===== src/rtl/mc_ctrl_pkg.sv =====
// rtl/mc_ctrl_pkg.sv - shared widths, command encodings and state encoding for the multi-cycle sequencer
package mc_ctrl_pkg;

  localparam int W_MEM_CMD = 2;
  localparam int W_PC_SRC  = 2;
  localparam int W_STATE   = 3;

  localparam logic [W_MEM_CMD-1:0] MEM_NOP = 2'd0;

  typedef enum logic [W_STATE-1:0] {
    S_IDLE   = 3'd0,
    S_FETCH  = 3'd1,
    S_DECODE = 3'd2,
    S_EXEC   = 3'd3,
    S_MEM    = 3'd4,
    S_WB     = 3'd5,
    S_HALT   = 3'd6,
    S_FAULT  = 3'd7
  } state_e;

  // True when the decoder asks for a data memory access
  function automatic logic is_mem(input logic [W_MEM_CMD-1:0] cmd);
    return cmd != MEM_NOP;
  endfunction

endpackage


===== src/rtl/mc_wait_timer.sv =====
// rtl/mc_wait_timer.sv - bounded wait counter that flags a memory handshake timeout
module mc_wait_timer #(
  parameter int TIMEOUT = 16
) (
  input  logic clk,
  input  logic rst,
  input  logic i_clr,
  input  logic i_en,
  output logic o_expired
);

  // LAST is the count value seen during the TIMEOUT-th waiting cycle
  localparam int LAST = (TIMEOUT == 0) ? 0 : TIMEOUT - 1;
  localparam int W    = (TIMEOUT < 2) ? 1 : $clog2(TIMEOUT);

  logic [W-1:0] r_cnt;

  // Count waiting cycles, saturating at LAST so a late ack never wraps the count
  always_ff @(posedge clk or posedge rst) begin
    if (rst) begin
      r_cnt <= '0;
    end else if (i_clr) begin
      r_cnt <= '0;
    end else if (i_en && (r_cnt != W'(LAST))) begin
      r_cnt <= r_cnt + W'(1);
    end
  end

  // A zero TIMEOUT means wait forever
  assign o_expired = (TIMEOUT != 0) && (r_cnt == W'(LAST));

endmodule


===== src/rtl/mc_ctrl.sv =====
// rtl/mc_ctrl.sv - multi-cycle FETCH/DECODE/EXEC/MEM/WB sequencer with commit gating
module mc_ctrl
  import mc_ctrl_pkg::*;
#(
  parameter int TIMEOUT = 16,
  parameter int W_CNT   = 32
) (
  input  logic                 clk,
  input  logic                 rst,
  input  logic                 run,
  output logic                 imem_req,
  input  logic                 imem_ack,
  output logic                 ir_wen,
  input  logic                 dec_reg_wen,
  input  logic [W_MEM_CMD-1:0] dec_mem_cmd,
  input  logic [W_PC_SRC-1:0]  dec_pc_src,
  input  logic                 dec_break,
  output logic                 dmem_req,
  output logic [W_MEM_CMD-1:0] dmem_cmd,
  input  logic                 dmem_ack,
  output logic                 reg_wen,
  output logic                 pc_wen,
  output logic [W_PC_SRC-1:0]  pc_src,
  output logic [W_STATE-1:0]   state,
  output logic                 halted,
  output logic                 fault,
  output logic [W_CNT-1:0]     retired
);

  state_e           r_state;
  logic [W_CNT-1:0] r_retired;
  logic             w_wait_clr;
  logic             w_wait_en;
  logic             w_expired;

  // FETCH and MEM are only ever entered from a non-waiting state, so holding
  // clear outside them zeroes the counter on every entry into a wait
  assign w_wait_clr = (r_state != S_FETCH) && (r_state != S_MEM);
  assign w_wait_en  = ((r_state == S_FETCH) && !imem_ack) ||
                      ((r_state == S_MEM)   && !dmem_ack);

  mc_wait_timer #(
    .TIMEOUT (TIMEOUT)
  ) u_wait (
    .clk       (clk),
    .rst       (rst),
    .i_clr     (w_wait_clr),
    .i_en      (w_wait_en),
    .o_expired (w_expired)
  );

  // Sequencer state and retired-instruction count
  always_ff @(posedge clk or posedge rst) begin
    if (rst) begin
      r_state   <= S_IDLE;
      r_retired <= '0;
    end else begin
      case (r_state)
        S_IDLE: begin
          if (run) r_state <= S_FETCH;
        end
        S_FETCH: begin
          if (imem_ack)       r_state <= S_DECODE;
          else if (w_expired) r_state <= S_FAULT;
        end
        S_DECODE: begin
          r_state <= dec_break ? S_HALT : S_EXEC;
        end
        S_EXEC: begin
          r_state <= is_mem(dec_mem_cmd) ? S_MEM : S_WB;
        end
        S_MEM: begin
          if (dmem_ack)       r_state <= S_WB;
          else if (w_expired) r_state <= S_FAULT;
        end
        S_WB: begin
          r_retired <= r_retired + W_CNT'(1);
          r_state   <= run ? S_FETCH : S_IDLE;
        end
        default: begin
          r_state <= r_state;
        end
      endcase
    end
  end

  // Requests and commit strobes decode from the state register so an async
  // reset clears them immediately; only ir_wen qualifies on the fetch ack so
  // the IR is loaded in the cycle the fetch data is valid
  assign imem_req = (r_state == S_FETCH);
  assign ir_wen   = (r_state == S_FETCH) && imem_ack;
  assign dmem_req = (r_state == S_MEM);
  assign dmem_cmd = (r_state == S_MEM) ? dec_mem_cmd : MEM_NOP;
  assign reg_wen  = (r_state == S_WB) && dec_reg_wen;
  assign pc_wen   = (r_state == S_WB);
  assign pc_src   = dec_pc_src;
  assign state    = r_state;
  assign halted   = (r_state == S_HALT) || (r_state == S_FAULT);
  assign fault    = (r_state == S_FAULT);
  assign retired  = r_retired;

endmodule


===== config.mk =====
export PLATFORM = sky130hd
export DESIGN_NAME = mc_ctrl
export DESIGN_NICKNAME = d
export VERILOG_FILES = /design/src/rtl/mc_ctrl_pkg.sv /design/src/rtl/mc_wait_timer.sv /design/src/rtl/mc_ctrl.sv
export SDC_FILE = /design/constraint.sdc
export NUM_CORES = 1
export LEC_CHECK = 0
export ABC_AREA = 1
export CAP_MARGIN = 15
export CORE_MARGIN = 2
export CORE_UTILIZATION = 49
export CTS_CLUSTER_DIAMETER = 100
export DETAILED_ROUTE_END_ITERATION = 7
export PLACE_DENSITY = 0.8
export SYNTH_ARGS = -nofsm -noshare
export SYNTH_HDL_FRONTEND = slang
export SYNTH_SLANG_ARGS = --single-unit

===== constraint.sdc =====
create_clock -name clk -period 1.8 [get_ports clk]
set_input_delay 0.36 -clock clk [delete_from_list [all_inputs] [get_ports clk]]
set_output_delay 0.36 -clock clk [all_outputs]
set_load 0.01 [all_outputs]

# == Word-level counts from Yosys, hierarchy flattened ==
# Index checks and enable logic that the tools add are counted.
# op_classes
reduce_logical,15
add_sub_neg,2
eq_ne,12
n_mux,11
# op_table
operator,count
32-bit by 1-bit adder with 32-bit output (second input constant),1
3-bit one-hot mux with 6 select lines,1
3-bit two-way mux,5
3-bit == test (second input constant),4
4-bit two-way mux,2
3-bit by 2-bit == test with 1-bit output (second input constant),2
1-bit logical AND,6
6-bit nonzero test,1
4-bit by 1-bit adder with 4-bit output (second input constant),1
4-bit == test (second input constant),1
4-bit != test (second input constant),1
2-bit nonzero test,2
3-bit by 1-bit == test with 1-bit output (second input constant),1
3-bit logical NOT,1
3-bit by 1-bit != test with 1-bit output (second input constant),1
3-bit != test (second input constant),1
1-bit logical NOT,2
1-bit logical OR,2
1-bit two-way mux,2
2-bit two-way mux,1
2-bit != test (second input constant),1
2-bit AND reduction,1
# totals
ff_bits,39
out_inout_bits,46
in_bits,11
elab_cells,43

# == Depth between registers and ports, before layout ==
# Gate-level depths: netlist of the first run.
# logic_depth
ltp_word,6
depth_mapped,9

# == By module ==
# Synthesis of the first run repeated with hierarchy kept, for this count alone.
# hier_totals
cells_unflattened,320
area_unflattened_um2,2321.0
# modules_own_cells
mod,n_inst,cells_per_inst,area_each_um2
mc_ctrl,1,290,2092.0
mc_wait_timer,1,30,229.0

# == Worst setup path before layout of the first run ==
# OpenSTA, ideal clock, no wires.
# synth_timing
path_kind,register to register
startpoint,reg r_retired[1] (netlist: retired[1])
endpoint,reg r_retired[24] (netlist: retired[24])
t_required_ns,1.735
path_buffers,0
slack_ns,0.358
path_stages_with_launch,9
arrival_ns,1.377
setup_time_ns,0.065
path_cell_list,dfrtp_1 ha_1 nand3_1 nor2_2 nand3_4 inv_2 nand2_1 or2_0 nand2_1
# synth_between
elab_chain_cells,1
# synth_rtl
item,line_no,source
"start, declared",mc_ctrl.sv:31,logic [W_CNT-1:0] r_retired;
"start signal, assigned",mc_ctrl.sv:77,r_retired <= r_retired + W_CNT'(1);
32-bit by 1-bit adder with 32-bit output,mc_ctrl.sv:77,
# No other way between the ends.
# A chain may end at the register's enable or synchronous reset.

# == Worst setup path after layout of the first run ==
# layout_timing
startpoint,reg r_state[0] (netlist: state[0])
endpoint,out imem_req
# layout_between
elab_chain_cells,1
# layout_rtl
item,line_no,source
"start, declared",mc_ctrl.sv:30,state_e r_state;
"start signal, assigned",mc_ctrl.sv:67,r_state <= dec_break ? S_HALT : S_EXEC;
"start signal, assigned",mc_ctrl.sv:70,r_state <= is_mem(dec_mem_cmd) ? S_MEM : S_WB;
"start signal, assigned",mc_ctrl.sv:78,r_state <= run ? S_FETCH : S_IDLE;
3-bit by 1-bit == test with 1-bit output,mc_ctrl.sv:90,assign imem_req = (r_state == S_FETCH);
"end, declared",mc_ctrl.sv:11,"output logic imem_req,"
# No other way between the ends.

==> results of run 1 <==
-- synth_stat cells --
library cell,instances
sky130_fd_sc_hd__nand2_1,87
sky130_fd_sc_hd__nand4_1,7
sky130_fd_sc_hd__nor3_1,3
sky130_fd_sc_hd__or2_0,1
sky130_fd_sc_hd__nand3_1,22
sky130_fd_sc_hd__xnor2_1,9
sky130_fd_sc_hd__dfrtp_1,39
sky130_fd_sc_hd__or2_2,1
sky130_fd_sc_hd__inv_2,3
sky130_fd_sc_hd__a22o_1,1
sky130_fd_sc_hd__nand2_2,3
sky130_fd_sc_hd__a31oi_1,1
sky130_fd_sc_hd__inv_1,29
sky130_fd_sc_hd__buf_6,1
sky130_fd_sc_hd__nand3b_1,7
sky130_fd_sc_hd__nand3_2,1
sky130_fd_sc_hd__o21ai_0,5
sky130_fd_sc_hd__nor2_1,28
sky130_fd_sc_hd__nor2_8,2
sky130_fd_sc_hd__nor2_4,3
sky130_fd_sc_hd__nor3_2,2
sky130_fd_sc_hd__nor2_2,9
sky130_fd_sc_hd__xor2_1,14
sky130_fd_sc_hd__buf_4,3
sky130_fd_sc_hd__ha_1,2
sky130_fd_sc_hd__and2_1,1
sky130_fd_sc_hd__a21oi_1,1
sky130_fd_sc_hd__o21bai_1,1
sky130_fd_sc_hd__nand3_4,2
sky130_fd_sc_hd__o211ai_1,1
-- per-layer routing --
metal | global-route usage (%) | vias to the layer above | share of wire (%) | wire length, µm
met4 | 6.38 | 0 | 1.7 | 89
met3 | 3.75 | 9 | 4.5 | 239
met5 | 0 | - | 0 | 0
met2 | 37.6 | 55 | 49 | 2590
met1 | 28.4 | 954 | 45 | 2380
li1 | - | 1040 | - | -
-- flip-flops by register name (all words and copies together), names as in the netlist --
signal        flops
retired          32
u_wait.r_cnt      4
state             3
-- power groups by stage --
stage          combinational, mW  sequential, mW  clock, mW
6_report                  0.0457           0.876      0.539
4_1_cts                   0.0475           0.876      0.552
5_1_grt                   0.0522           0.875      0.582
3_3_place_gp              0.0465           0.893          0
2_1_floorplan             0.0218           0.893          0
3_5_place_dp              0.0474           0.893          0
-- final timing paths --
kind	start	to	slack, ps	cells past startpoint
min in group clk	retired[21]	retired[21]	510	1
max in group asynchronous	rst	state[2]	1170	3
hold reg to reg	retired[21]	retired[21]	510	1
setup / recovery	state[0]	imem_req	90	5
setup reg to reg	state[2]	retired[28]	210	8
hold / removal	rst	u_wait.r_cnt[0]	420	3
-- cell families (layout without fill, tap and decap cells) --
kind of cell    after synthesis  in the layout  share of synthesized area, %
xor+xnor                     23             23                          8.75
simple gates                179            179                          38.5
compound gates               10             10                          2.61
buf+inv                      36            103                          6.68
flops                        39             39                          42.4
fa+ha+maj                     2              2                          1.09
-- worst min-delay path, stage by stage --
cell	delay, ps
sky130_fd_sc_hd__clkdlybuf4s50_1	400
sky130_fd_sc_hd__inv_1	90
sky130_fd_sc_hd__buf_12	230
-- metrics by stage --
| step | std cells | instance area [µm²] | total power, mW |
|---|---|---|---|
| after floorplan | 289 | 2300 | 0.915 |
| after CTS | 408 | 3030 | 1.48 |
| after global routing | 408 | 3020 | 1.51 |
| final | 408 | 3020 | 1.46 |
| after global placement | 399 | 2940 | 0.939 |
| after detailed placement | 399 | 2940 | 0.940 |
-- cell type report --
type	count	area (µm²)	share of cell area (%)
flip-flops and latches	39	977	32.3
well taps	52	65.1	2.15
clock buffers	6	72.6	2.40
multi-input cells	214	1180	39.1
inverters	32	120	3.97
repair buffers	65	607	20.1
-- repair_timing --
item                       in CTS  in global routing
resized for setup              11                 11
buffers inserted                3                  0
setup endpoints to repair       9                  5
==> metrics.txt, run 1 <==
# TYPE chip_impl_metric gauge
chip_impl_metric{name="fin_crit_sh",unit="%"} 95.2
chip_impl_metric{name="timing.critical_path.required",unit="ps"} 1440
chip_impl_metric{name="number_of_global_route_vias_before_repair",unit=""} 1977
chip_impl_info{name="rsz_0062_raised_after_global_routing",value="no"} 1
chip_impl_info{name="clock-root-buffer",value="sky130_fd_sc_hd__clkbuf_8"} 1
chip_impl_metric{name="detailedPlace.worstSlack",unit="ps"} -102
chip_impl_metric{name="dieArea",unit="mm²"} 0.00526
chip_impl_metric{name="nets_finish",unit=""} 370
chip_impl_metric{name="fin_tns_setup",unit="ps"} 0
chip_impl_metric{name="power.combinational.fraction",unit="%"} 3.1
chip_impl_metric{name="syn-num-nets",unit=""} 302
chip_impl_metric{name="synth.top_cell.area_share",unit="%"} 42.4
chip_impl_metric{name="power.share.sequential",unit="%"} 60.0
chip_impl_metric{name="worst-slew-pin-transition",unit="ps"} 266
chip_impl_info{name="synth_top_area_cell",value="sky130_fd_sc_hd__dfrtp_1"} 1
chip_impl_metric{name="fp.coreArea",unit="mm²"} 0.00444
chip_impl_metric{name="post-route-drc-count",unit=""} 0
chip_impl_metric{name="postSynthCellCount",unit=""} 289
chip_impl_metric{name="critical_path_peak_fanout",unit=""} 4
chip_impl_metric{name="portBuffers",unit=""} 52
chip_impl_metric{name="netSwitchingPower",unit="mW"} 0.304
chip_impl_metric{name="overflow",unit=""} 0
chip_impl_metric{name="clk-insertion-delay-late",unit="ps"} 290
chip_impl_metric{name="internal_power",unit="mW"} 1.16
chip_impl_metric{name="die-width",unit="µm"} 72.5
chip_impl_info{name="post_synth_main_area_contributors",value="sky130_fd_sc_hd__dfrtp_1 42%, sky130_fd_sc_hd__nand2_1 14%, sky130_fd_sc_hd__xor2_1 5.3%"} 1
chip_impl_metric{name="netlist_area",unit="mm²"} 0.00230
chip_impl_metric{name="clock-sinks",unit=""} 39
chip_impl_metric{name="fin_worst_hold_slack",unit="ps"} 424
chip_impl_metric{name="groute.usage.overall",unit="%"} 21.9
chip_impl_info{name="top_library_cells_by_usage_in_the_layout_fill_and_taps_aside",value="86 x sky130_fd_sc_hd__nand2_1, 42 x sky130_fd_sc_hd__clkdlybuf4s50_1, 38 x sky130_fd_sc_hd__dfrtp_1"} 1
chip_impl_info{name="timing.critical_path.to_type",value="output port"} 1
chip_impl_metric{name="global_route_wire_length_before_repair",unit="mm"} 9.04
chip_impl_metric{name="finish.utilization",unit="%"} 68.0
chip_impl_metric{name="synthesis.area_per_instance",unit="µm²"} 7.97
chip_impl_metric{name="holdBufCountCts",unit=""} 0
chip_impl_metric{name="maxCapViolCount",unit=""} 0
chip_impl_metric{name="num_vias",unit=""} 2058
chip_impl_metric{name="initial_utilization",unit="%"} 51.8
chip_impl_metric{name="timing.max_slew.rel_slack",unit="%"} 82.1
chip_impl_metric{name="initialDrtViolationCount",unit=""} 114
chip_impl_info{name="min-delay-path-class",value="input port to async pin"} 1
chip_impl_metric{name="postSynthRegisterBits",unit=""} 39
chip_impl_metric{name="number_of_clock_buffers_inserted_by_tritoncts",unit=""} 5
chip_impl_metric{name="netlist-cell-type-count",unit=""} 30
chip_impl_metric{name="powerDensity",unit="mW/mm²"} 483
chip_impl_info{name="critical-path-slowest-cell",value="sky130_fd_sc_hd__dfrtp_1"} 1
chip_impl_metric{name="clock.fmax",unit="MHz"} 584
chip_impl_metric{name="arrival",unit="ps"} 1350
chip_impl_metric{name="detailed_place_hpwl",unit="mm"} 4.08
chip_impl_metric{name="chipHeight",unit="µm"} 72.5
chip_impl_metric{name="detail_route.first_pass.iterations",unit=""} 5
chip_impl_metric{name="maximum_resistive_drop_on_vdd",unit="µV"} 376
chip_impl_metric{name="htree_levels",unit=""} 2
chip_impl_metric{name="n_antenna_cell",unit=""} 0
chip_impl_info{name="status",value="finished, final reports clean"} 1
chip_impl_metric{name="synth.yosys.warnings",unit=""} 0
chip_impl_metric{name="via_per_inst",unit=""} 5.04
chip_impl_metric{name="timing.clock.skew",unit="ps"} 7.09
chip_impl_info{name="critPathLaunchType",value="flop"} 1
chip_impl_metric{name="io-pin-count",unit=""} 57
chip_impl_metric{name="cp.buffers_inverters",unit=""} 3
chip_impl_metric{name="power_switching_share",unit="%"} 20.8
chip_impl_metric{name="ys_seq_area_share",unit="%"} 42.4
chip_impl_metric{name="report.final.hold_viol_count",unit=""} 0
chip_impl_metric{name="layout-drive-gt1-share",unit="%"} 14.3
chip_impl_metric{name="setup_viol",unit=""} 0
chip_impl_metric{name="routed_wirelength",unit="mm"} 5.30
chip_impl_metric{name="grt_antenna_before_repair",unit=""} 0
chip_impl_info{name="crit_path_frequent_cell",value="sky130_fd_sc_hd__buf_4"} 1
chip_impl_metric{name="clock_input_transition_at_the_sequential_cells_of_the_worst_setup_and_hold_paths",unit="ps"} 70
chip_impl_metric{name="final_critical_path_setup_slack",unit="ps"} 87.1
chip_impl_metric{name="clockPowerShare",unit="%"} 36.9
chip_impl_metric{name="power.leakage",unit="nW"} 1.51
chip_impl_metric{name="final_antenna_net_count",unit=""} 0
chip_impl_metric{name="rows",unit=""} 24
chip_impl_metric{name="fill_cells",unit=""} 390
chip_impl_info{name="mostFrequentLayoutCell",value="sky130_fd_sc_hd__nand2_1"} 1
chip_impl_metric{name="ctsLongestPathBuffers",unit=""} 2
chip_impl_metric{name="avgRoutedWirePerCell",unit="µm"} 13.0
chip_impl_info{name="timing.critical_path.cells",value="buf_4, nand2_1, nor2_2, buf_4, dlygate4sd2_1"} 1
chip_impl_metric{name="gp_congestion",unit=""} 0.873
chip_impl_metric{name="timing.final.crit_period",unit="ps"} 1710
chip_impl_info{name="critical_path.top_delay_family",value="buffers and inverters"} 1
chip_impl_metric{name="grt_max_degree",unit=""} 40
chip_impl_info{name="path_class",value="flop to output port"} 1
chip_impl_metric{name="crit_path_max_incr_delay",unit="ps"} 380
chip_impl_info{name="tritoncts",value="yes"} 1
chip_impl_metric{name="area_growth",unit="%"} 31.4
chip_impl_metric{name="max_transition_viols_final",unit=""} 0
No activity file was read; power rests on OpenSTA's default activity.
==> inputs of run 2 (changes only) <==
--- a/config.mk
+++ b/config.mk
@@ -12,6 +12,8 @@
 export CTS_CLUSTER_DIAMETER = 100
 export DETAILED_ROUTE_END_ITERATION = 7
 export PLACE_DENSITY = 0.8
+export SKIP_LAST_GASP = 1
+export SLEW_MARGIN = 10
 export SYNTH_ARGS = -nofsm -noshare
 export SYNTH_HDL_FRONTEND = slang
 export SYNTH_SLANG_ARGS = --single-unit
==> metrics.txt, run 2 (same netlist as run 1, synthesis figures left out) <==
# TYPE chip_impl_metric gauge
chip_impl_info{name="status",value="finished, final reports clean"} 1
chip_impl_metric{name="fin_worst_hold_slack",unit="ps"} 426
chip_impl_metric{name="routed_wirelength",unit="mm"} 5.30
chip_impl_metric{name="initialDrtViolationCount",unit=""} 112
chip_impl_metric{name="rows",unit=""} 24
chip_impl_info{name="rsz_0062_raised_after_global_routing",value="yes"} 1
chip_impl_metric{name="fin_crit_sh",unit="%"} 97.3
chip_impl_metric{name="clock_input_transition_at_the_sequential_cells_of_the_worst_setup_and_hold_paths",unit="ps"} 70
chip_impl_metric{name="maxCapViolCount",unit=""} 0
chip_impl_metric{name="timing.clock.skew",unit="ps"} 6.78
chip_impl_metric{name="post-route-drc-count",unit=""} 0
chip_impl_metric{name="powerDensity",unit="mW/mm²"} 483
chip_impl_info{name="clock-root-buffer",value="sky130_fd_sc_hd__clkbuf_8"} 1
chip_impl_metric{name="fill_cells",unit=""} 390
chip_impl_metric{name="fp.coreArea",unit="mm²"} 0.00444
chip_impl_info{name="critical-path-slowest-cell",value="sky130_fd_sc_hd__dfrtp_1"} 1
chip_impl_metric{name="portBuffers",unit=""} 52
chip_impl_metric{name="detail_route.first_pass.iterations",unit=""} 5
chip_impl_metric{name="htree_levels",unit=""} 2
chip_impl_metric{name="critical_path_peak_fanout",unit=""} 4
chip_impl_metric{name="number_of_clock_buffers_inserted_by_tritoncts",unit=""} 5
chip_impl_metric{name="groute.usage.overall",unit="%"} 21.9
chip_impl_metric{name="timing.final.crit_period",unit="ps"} 1750
chip_impl_info{name="worstReg2RegStart",value="state[2]"} 1
chip_impl_metric{name="report.final.hold_viol_count",unit=""} 0
chip_impl_metric{name="avgRoutedWirePerCell",unit="µm"} 13.0
chip_impl_metric{name="timing.max_slew.rel_slack",unit="%"} 82.1
chip_impl_info{name="timing.critical_path.cells",value="buf_4, nor2_2, nand2_2, nor2_1, clkdlybuf4s15_1"} 1
chip_impl_info{name="min-delay-path-class",value="input port to async pin"} 1
chip_impl_metric{name="clk-insertion-delay-late",unit="ps"} 290
chip_impl_metric{name="gp_congestion",unit=""} 0.873
chip_impl_info{name="top_library_cells_by_usage_in_the_layout_fill_and_taps_aside",value="86 x sky130_fd_sc_hd__nand2_1, 42 x sky130_fd_sc_hd__clkdlybuf4s50_1, 38 x sky130_fd_sc_hd__dfrtp_1"} 1
chip_impl_metric{name="n_antenna_cell",unit=""} 0
chip_impl_metric{name="area_growth",unit="%"} 31.4
chip_impl_metric{name="chipHeight",unit="µm"} 72.5
chip_impl_info{name="mostFrequentLayoutCell",value="sky130_fd_sc_hd__nand2_1"} 1
chip_impl_metric{name="num_vias",unit=""} 2041
chip_impl_metric{name="final_cells",unit=""} 408
chip_impl_metric{name="grt_antenna_before_repair",unit=""} 0
chip_impl_metric{name="placedCellCount",unit=""} 399
chip_impl_metric{name="worst-slew-pin-transition",unit="ps"} 266
chip_impl_metric{name="regToRegSetupSlack",unit="ps"} 130
chip_impl_metric{name="power.leakage",unit="nW"} 1.51
chip_impl_metric{name="arrival",unit="ps"} 1390
chip_impl_metric{name="crit_path_max_incr_delay",unit="ps"} 380
chip_impl_metric{name="dieArea",unit="mm²"} 0.00526
chip_impl_info{name="r2r-end",value="retired[28]"} 1
chip_impl_metric{name="global_route_wire_length_before_repair",unit="mm"} 9.04
chip_impl_metric{name="detailed_place_hpwl",unit="mm"} 4.08
chip_impl_info{name="timing.critical_path.to_type",value="output port"} 1
chip_impl_metric{name="fin_tns_setup",unit="ps"} 0
chip_impl_metric{name="number_of_global_route_vias_before_repair",unit=""} 1977
chip_impl_metric{name="via_per_inst",unit=""} 5.00
chip_impl_metric{name="ctsLongestPathBuffers",unit=""} 2
chip_impl_metric{name="setup_viol",unit=""} 0
chip_impl_metric{name="ff2ff_path_depth",unit=""} 8
chip_impl_info{name="critPathLaunchType",value="flop"} 1
chip_impl_metric{name="overflow",unit=""} 0
chip_impl_metric{name="layout-drive-gt1-share",unit="%"} 14.0
chip_impl_info{name="path_class",value="flop to output port"} 1
chip_impl_metric{name="finish.utilization",unit="%"} 68.0
chip_impl_metric{name="timing.critical_path.required",unit="ps"} 1440
chip_impl_metric{name="final_antenna_net_count",unit=""} 0
chip_impl_metric{name="grt_max_degree",unit=""} 40
chip_impl_metric{name="clock-sinks",unit=""} 39
chip_impl_metric{name="die-width",unit="µm"} 72.5
chip_impl_metric{name="io-pin-count",unit=""} 57
chip_impl_metric{name="nets_finish",unit=""} 370
chip_impl_metric{name="initial_utilization",unit="%"} 51.8
chip_impl_metric{name="max_transition_viols_final",unit=""} 0
chip_impl_metric{name="largest_register_ff_count",unit=""} 32
chip_impl_metric{name="clock.fmax",unit="MHz"} 571
chip_impl_info{name="tritoncts",value="yes"} 1
chip_impl_metric{name="maximum_resistive_drop_on_vdd",unit="µV"} 375
==> run 2: cell types whose count changed in the layout (fill, tap and decap cells not counted) <==
| cell | change |
|---|---|
| sky130_fd_sc_hd__nor2_2 | +1 |
| sky130_fd_sc_hd__clkdlybuf4s15_1 | +1 |
| sky130_fd_sc_hd__clkbuf_2 | -1 |
| sky130_fd_sc_hd__nor2_4 | -1 |
==> run 2: final cells by class <==
| class | instances | area, µm² | share of cell area, % |
|---|---|---|---|
| Clock buffer | 6 | 72.6 | 2.40 |
| Inverter | 32 | 120 | 3.97 |
| Multi-Input combinational cell | 214 | 1180 | 38.9 |
| Sequential cell | 39 | 977 | 32.3 |
| Tap cell | 52 | 65.1 | 2.15 |
| Timing Repair Buffer | 65 | 612 | 20.2 |
==> run 2: metrics by stage <==
| step | worst slack, ps | power (mW) | instance area, µm² |
|---|---|---|---|
| global route | -58.0 | 1.51 | 3020 |
| floorplan | 358 | 0.915 | 2300 |
| detailed placement | -102 | 0.940 | 2940 |
| finish | 49.1 | 1.46 | 3020 |
| CTS | 17.0 | 1.48 | 3030 |
| global placement | -95.7 | 0.939 | 2940 |
==> run 2: what timing repair did <==
action | CTS | global route
resized for setup | 11 | 9
hold buffers | 0 | 0
endpoints found under the setup margin | 9 | 5
setup buffers | 3 | 0
==> run 2: where the power goes <==
group / switching [mW] / internal (mW) / total (mW) / leakage, nW
logic: 0.0225 / 0.0229 / 0.0455 / 0.939
registers: 0 / 0.876 / 0.876 / 0.534
clock network: 0.280 / 0.258 / 0.539 / 0.0371
total: 0.303 / 1.16 / 1.46 / 1.51
==> run 2: worst max-delay path: cells and delay by family, from the launching register on <==
| kind | cells | cell delay [ps] |
|---|---|---|
| buffers and inverters | 2 | 390 |
| DFF | 1 | 380 |
| and+or+nand+nor | 3 | 330 |
==> run 2: worst max-delay path by stage <==
stage	start	to	cells past startpoint
2_1_floorplan	retired[1]	retired[24]	8
3_3_place_gp	imem_ack	ir_wen	4
3_5_place_dp	imem_ack	ir_wen	4
4_1_cts	state[0]	state[0]	3
5_1_grt	state[0]	dmem_cmd[0]	5
6_report	state[0]	dmem_cmd[0]	5
==> run 2: layer usage <==
metal,share of wire [%],routed length [µm],GRT usage (%),vias to the layer above
li1,-,-,-,1037
met1,45,2380,28.4,946
met2,49,2590,37.6,49
met3,4.3,226,3.75,9
met4,1.7,89,6.38,0
met5,0,0,0,-
==> inputs of run 3 (changes only) <==
--- a/config.mk
+++ b/config.mk
@@ -7,7 +7,6 @@
 export LEC_CHECK = 0
 export ABC_AREA = 1
 export CAP_MARGIN = 15
-export CORE_MARGIN = 2
 export CORE_UTILIZATION = 49
 export CTS_CLUSTER_DIAMETER = 100
 export DETAILED_ROUTE_END_ITERATION = 7
==> metrics.txt, run 3 (same netlist as run 1, synthesis figures left out) <==
# TYPE chip_impl_metric gauge
chip_impl_info{name="status",value="finished with violations"} 1
chip_impl_info{name="violations_in_the_final_reports",value="DRC, setup timing"} 1
chip_impl_metric{name="post-route-drc-count",unit=""} 10
chip_impl_metric{name="critical_path_peak_fanout",unit=""} 5
chip_impl_metric{name="internal_power",unit="mW"} 1.35
chip_impl_metric{name="holdBufCountCts",unit=""} 0
chip_impl_info{name="min-delay-path-class",value="input port to async pin"} 1
chip_impl_metric{name="fin_crit_sh",unit="%"} 101
chip_impl_info{name="r2r-end",value="retired[26]"} 1
chip_impl_metric{name="initial_utilization",unit="%"} 51.8
chip_impl_metric{name="setup_viol",unit=""} 1
chip_impl_metric{name="grt_max_degree",unit=""} 40
chip_impl_metric{name="routed_wirelength",unit="mm"} 5.23
chip_impl_metric{name="max_transition_viols_final",unit=""} 0
chip_impl_info{name="mostFrequentLayoutCell",value="sky130_fd_sc_hd__nand2_1"} 1
chip_impl_metric{name="timing.final.crit_period",unit="ps"} 1820
chip_impl_info{name="top_library_cells_by_usage_in_the_layout_fill_and_taps_aside",value="87 x sky130_fd_sc_hd__nand2_1, 43 x sky130_fd_sc_hd__clkdlybuf4s50_1, 38 x sky130_fd_sc_hd__dfrtp_1"} 1
chip_impl_metric{name="crit_path_max_incr_delay",unit="ps"} 420
chip_impl_metric{name="fin_tns_setup",unit="ps"} -17.4
chip_impl_metric{name="power.share.sequential",unit="%"} 52.5
chip_impl_metric{name="final_antenna_net_count",unit=""} 0
chip_impl_metric{name="fin_worst_hold_slack",unit="ps"} 411
chip_impl_metric{name="clk-insertion-delay-late",unit="ps"} 290
chip_impl_metric{name="clock-sinks",unit=""} 39
chip_impl_info{name="timing.critical_path.to_type",value="output port"} 1
chip_impl_metric{name="netSwitchingPower",unit="mW"} 0.322
chip_impl_metric{name="rows",unit=""} 24
chip_impl_metric{name="grt_antenna_before_repair",unit=""} 0
chip_impl_metric{name="timing.critical_path.required",unit="ps"} 1440
chip_impl_metric{name="groute.usage.overall",unit="%"} 22.9
chip_impl_metric{name="powerDensity",unit="mW/mm²"} 540
chip_impl_metric{name="power.combinational.fraction",unit="%"} 2.8
chip_impl_metric{name="final_cells",unit=""} 411
chip_impl_metric{name="overflow",unit=""} 0
chip_impl_metric{name="initialDrtViolationCount",unit=""} 136
chip_impl_metric{name="arrival",unit="ps"} 1460
chip_impl_metric{name="fp.coreArea",unit="mm²"} 0.00444
chip_impl_info{name="rsz_0062_raised_after_global_routing",value="yes"} 1
chip_impl_metric{name="placedCellCount",unit=""} 399
chip_impl_metric{name="nets_finish",unit=""} 371
chip_impl_metric{name="power_switching_share",unit="%"} 19.3
chip_impl_metric{name="report.final.hold_viol_count",unit=""} 0
chip_impl_metric{name="clock.fmax",unit="MHz"} 550
chip_impl_metric{name="detailedPlace.worstSlack",unit="ps"} -138
chip_impl_metric{name="clock_input_transition_at_the_sequential_cells_of_the_worst_setup_and_hold_paths",unit="ps"} 80
chip_impl_metric{name="largest_register_ff_count",unit=""} 32
chip_impl_metric{name="number_of_global_route_vias_before_repair",unit=""} 1973
chip_impl_metric{name="final_critical_path_setup_slack",unit="ps"} -17.4
chip_impl_info{name="tritoncts",value="yes"} 1
chip_impl_metric{name="htree_levels",unit=""} 2
chip_impl_metric{name="gp_congestion",unit=""} 0.886
chip_impl_metric{name="number_of_clock_buffers_inserted_by_tritoncts",unit=""} 5
chip_impl_metric{name="num_vias",unit=""} 2072
chip_impl_metric{name="power",unit="mW"} 1.67
chip_impl_info{name="path_class",value="flop to output port"} 1
chip_impl_metric{name="ff2ff_path_depth",unit=""} 9
chip_impl_metric{name="avgRoutedWirePerCell",unit="µm"} 12.7
chip_impl_metric{name="ctsLongestPathBuffers",unit=""} 2
chip_impl_metric{name="detail_route.first_pass.iterations",unit=""} 6
chip_impl_metric{name="timing.max_slew.rel_slack",unit="%"} 82.3
chip_impl_info{name="critPathLaunchType",value="flop"} 1
chip_impl_metric{name="timing.clock.skew",unit="ps"} 5.02
chip_impl_metric{name="regToRegSetupSlack",unit="ps"} 180
chip_impl_info{name="critical-path-slowest-cell",value="sky130_fd_sc_hd__dfrtp_1"} 1
chip_impl_metric{name="clockPowerShare",unit="%"} 44.8
chip_impl_info{name="timing.critical_path.cells",value="buf_4, nand2_1, nor2_2, buf_4, inv_1, nor2_2, buf_2"} 1
chip_impl_metric{name="detailed_place_hpwl",unit="mm"} 3.96
chip_impl_metric{name="layout-drive-gt1-share",unit="%"} 14.5
chip_impl_metric{name="worst-slew-pin-transition",unit="ps"} 263
chip_impl_metric{name="maximum_resistive_drop_on_vdd",unit="µV"} 382
chip_impl_metric{name="portBuffers",unit=""} 52
chip_impl_metric{name="global_route_wire_length_before_repair",unit="mm"} 8.81
chip_impl_info{name="worstReg2RegStart",value="state[0]"} 1
chip_impl_metric{name="power.leakage",unit="nW"} 1.54
chip_impl_metric{name="io-pin-count",unit=""} 57
chip_impl_metric{name="die-width",unit="µm"} 70.5
chip_impl_metric{name="chipHeight",unit="µm"} 70.5
chip_impl_metric{name="dieArea",unit="mm²"} 0.00498
chip_impl_metric{name="area_growth",unit="%"} 34.2
chip_impl_info{name="clock-root-buffer",value="sky130_fd_sc_hd__clkbuf_8"} 1
chip_impl_metric{name="maxCapViolCount",unit=""} 0
chip_impl_metric{name="via_per_inst",unit=""} 5.04
chip_impl_metric{name="n_antenna_cell",unit=""} 0
run 3: worst max path at each step:
stage                     from          end  slack [ps]  cells past startpoint
floorplan           retired[1]  retired[24]         360                      8
finish                state[0]       ir_wen         -20                      7
global route          state[0]       ir_wen         -90                      7
global placement      imem_ack       ir_wen        -100                      4
CTS                   state[0]  dmem_cmd[0]        -200                      4
detailed placement    imem_ack       ir_wen        -140                      4
run 3: per-stage QoR:
stage	instance area (µm²)	util (%)
floorplan	2300	-
global placement	2940	66.2
detailed placement	2940	66.2
CTS	3070	69.0
global route	3090	69.5
finish	3090	69.5
run 3: power groups by stage:
stage	registers, mW	logic, mW	clock network, mW
CTS	0.875	0.0472	0.772
floorplan	0.893	0.0218	0
global placement	0.893	0.0463	0
detailed placement	0.893	0.0472	0
finish	0.875	0.0461	0.747
global route	0.875	0.0531	0.811
run 3: cell type report:
type	count	area, µm²
clock buffers	6	82.6
clock inverters	2	35.0
fillers	393	1350
inverters	32	120
multi-input cells	214	1180
flip-flops and latches	39	977
well taps	52	65.1
repair buffers	66	628
run 3: worst max-delay path, delay by kind of cell (launching register included):
| family | cells | cell delay [ps] |
|---|---|---|
| flip-flops | 1 | 420 |
| AND/OR/NAND/NOR | 3 | 300 |
| buffers and inverters | 4 | 450 |
run 3: routing by layer:
metal / GRT usage [%] / wire (µm)
met1: 29.6 / 2340
met2: 38.0 / 2570
met3: 5.13 / 249
met4: 8.89 / 61
met5: 0 / 0
run 3: timing repair:
item                                    4_1_cts  5_1_grt
resized for setup                             9        8
buffers inserted                              2        2
endpoints found under the setup margin       10       11
pin swaps                                     1        1
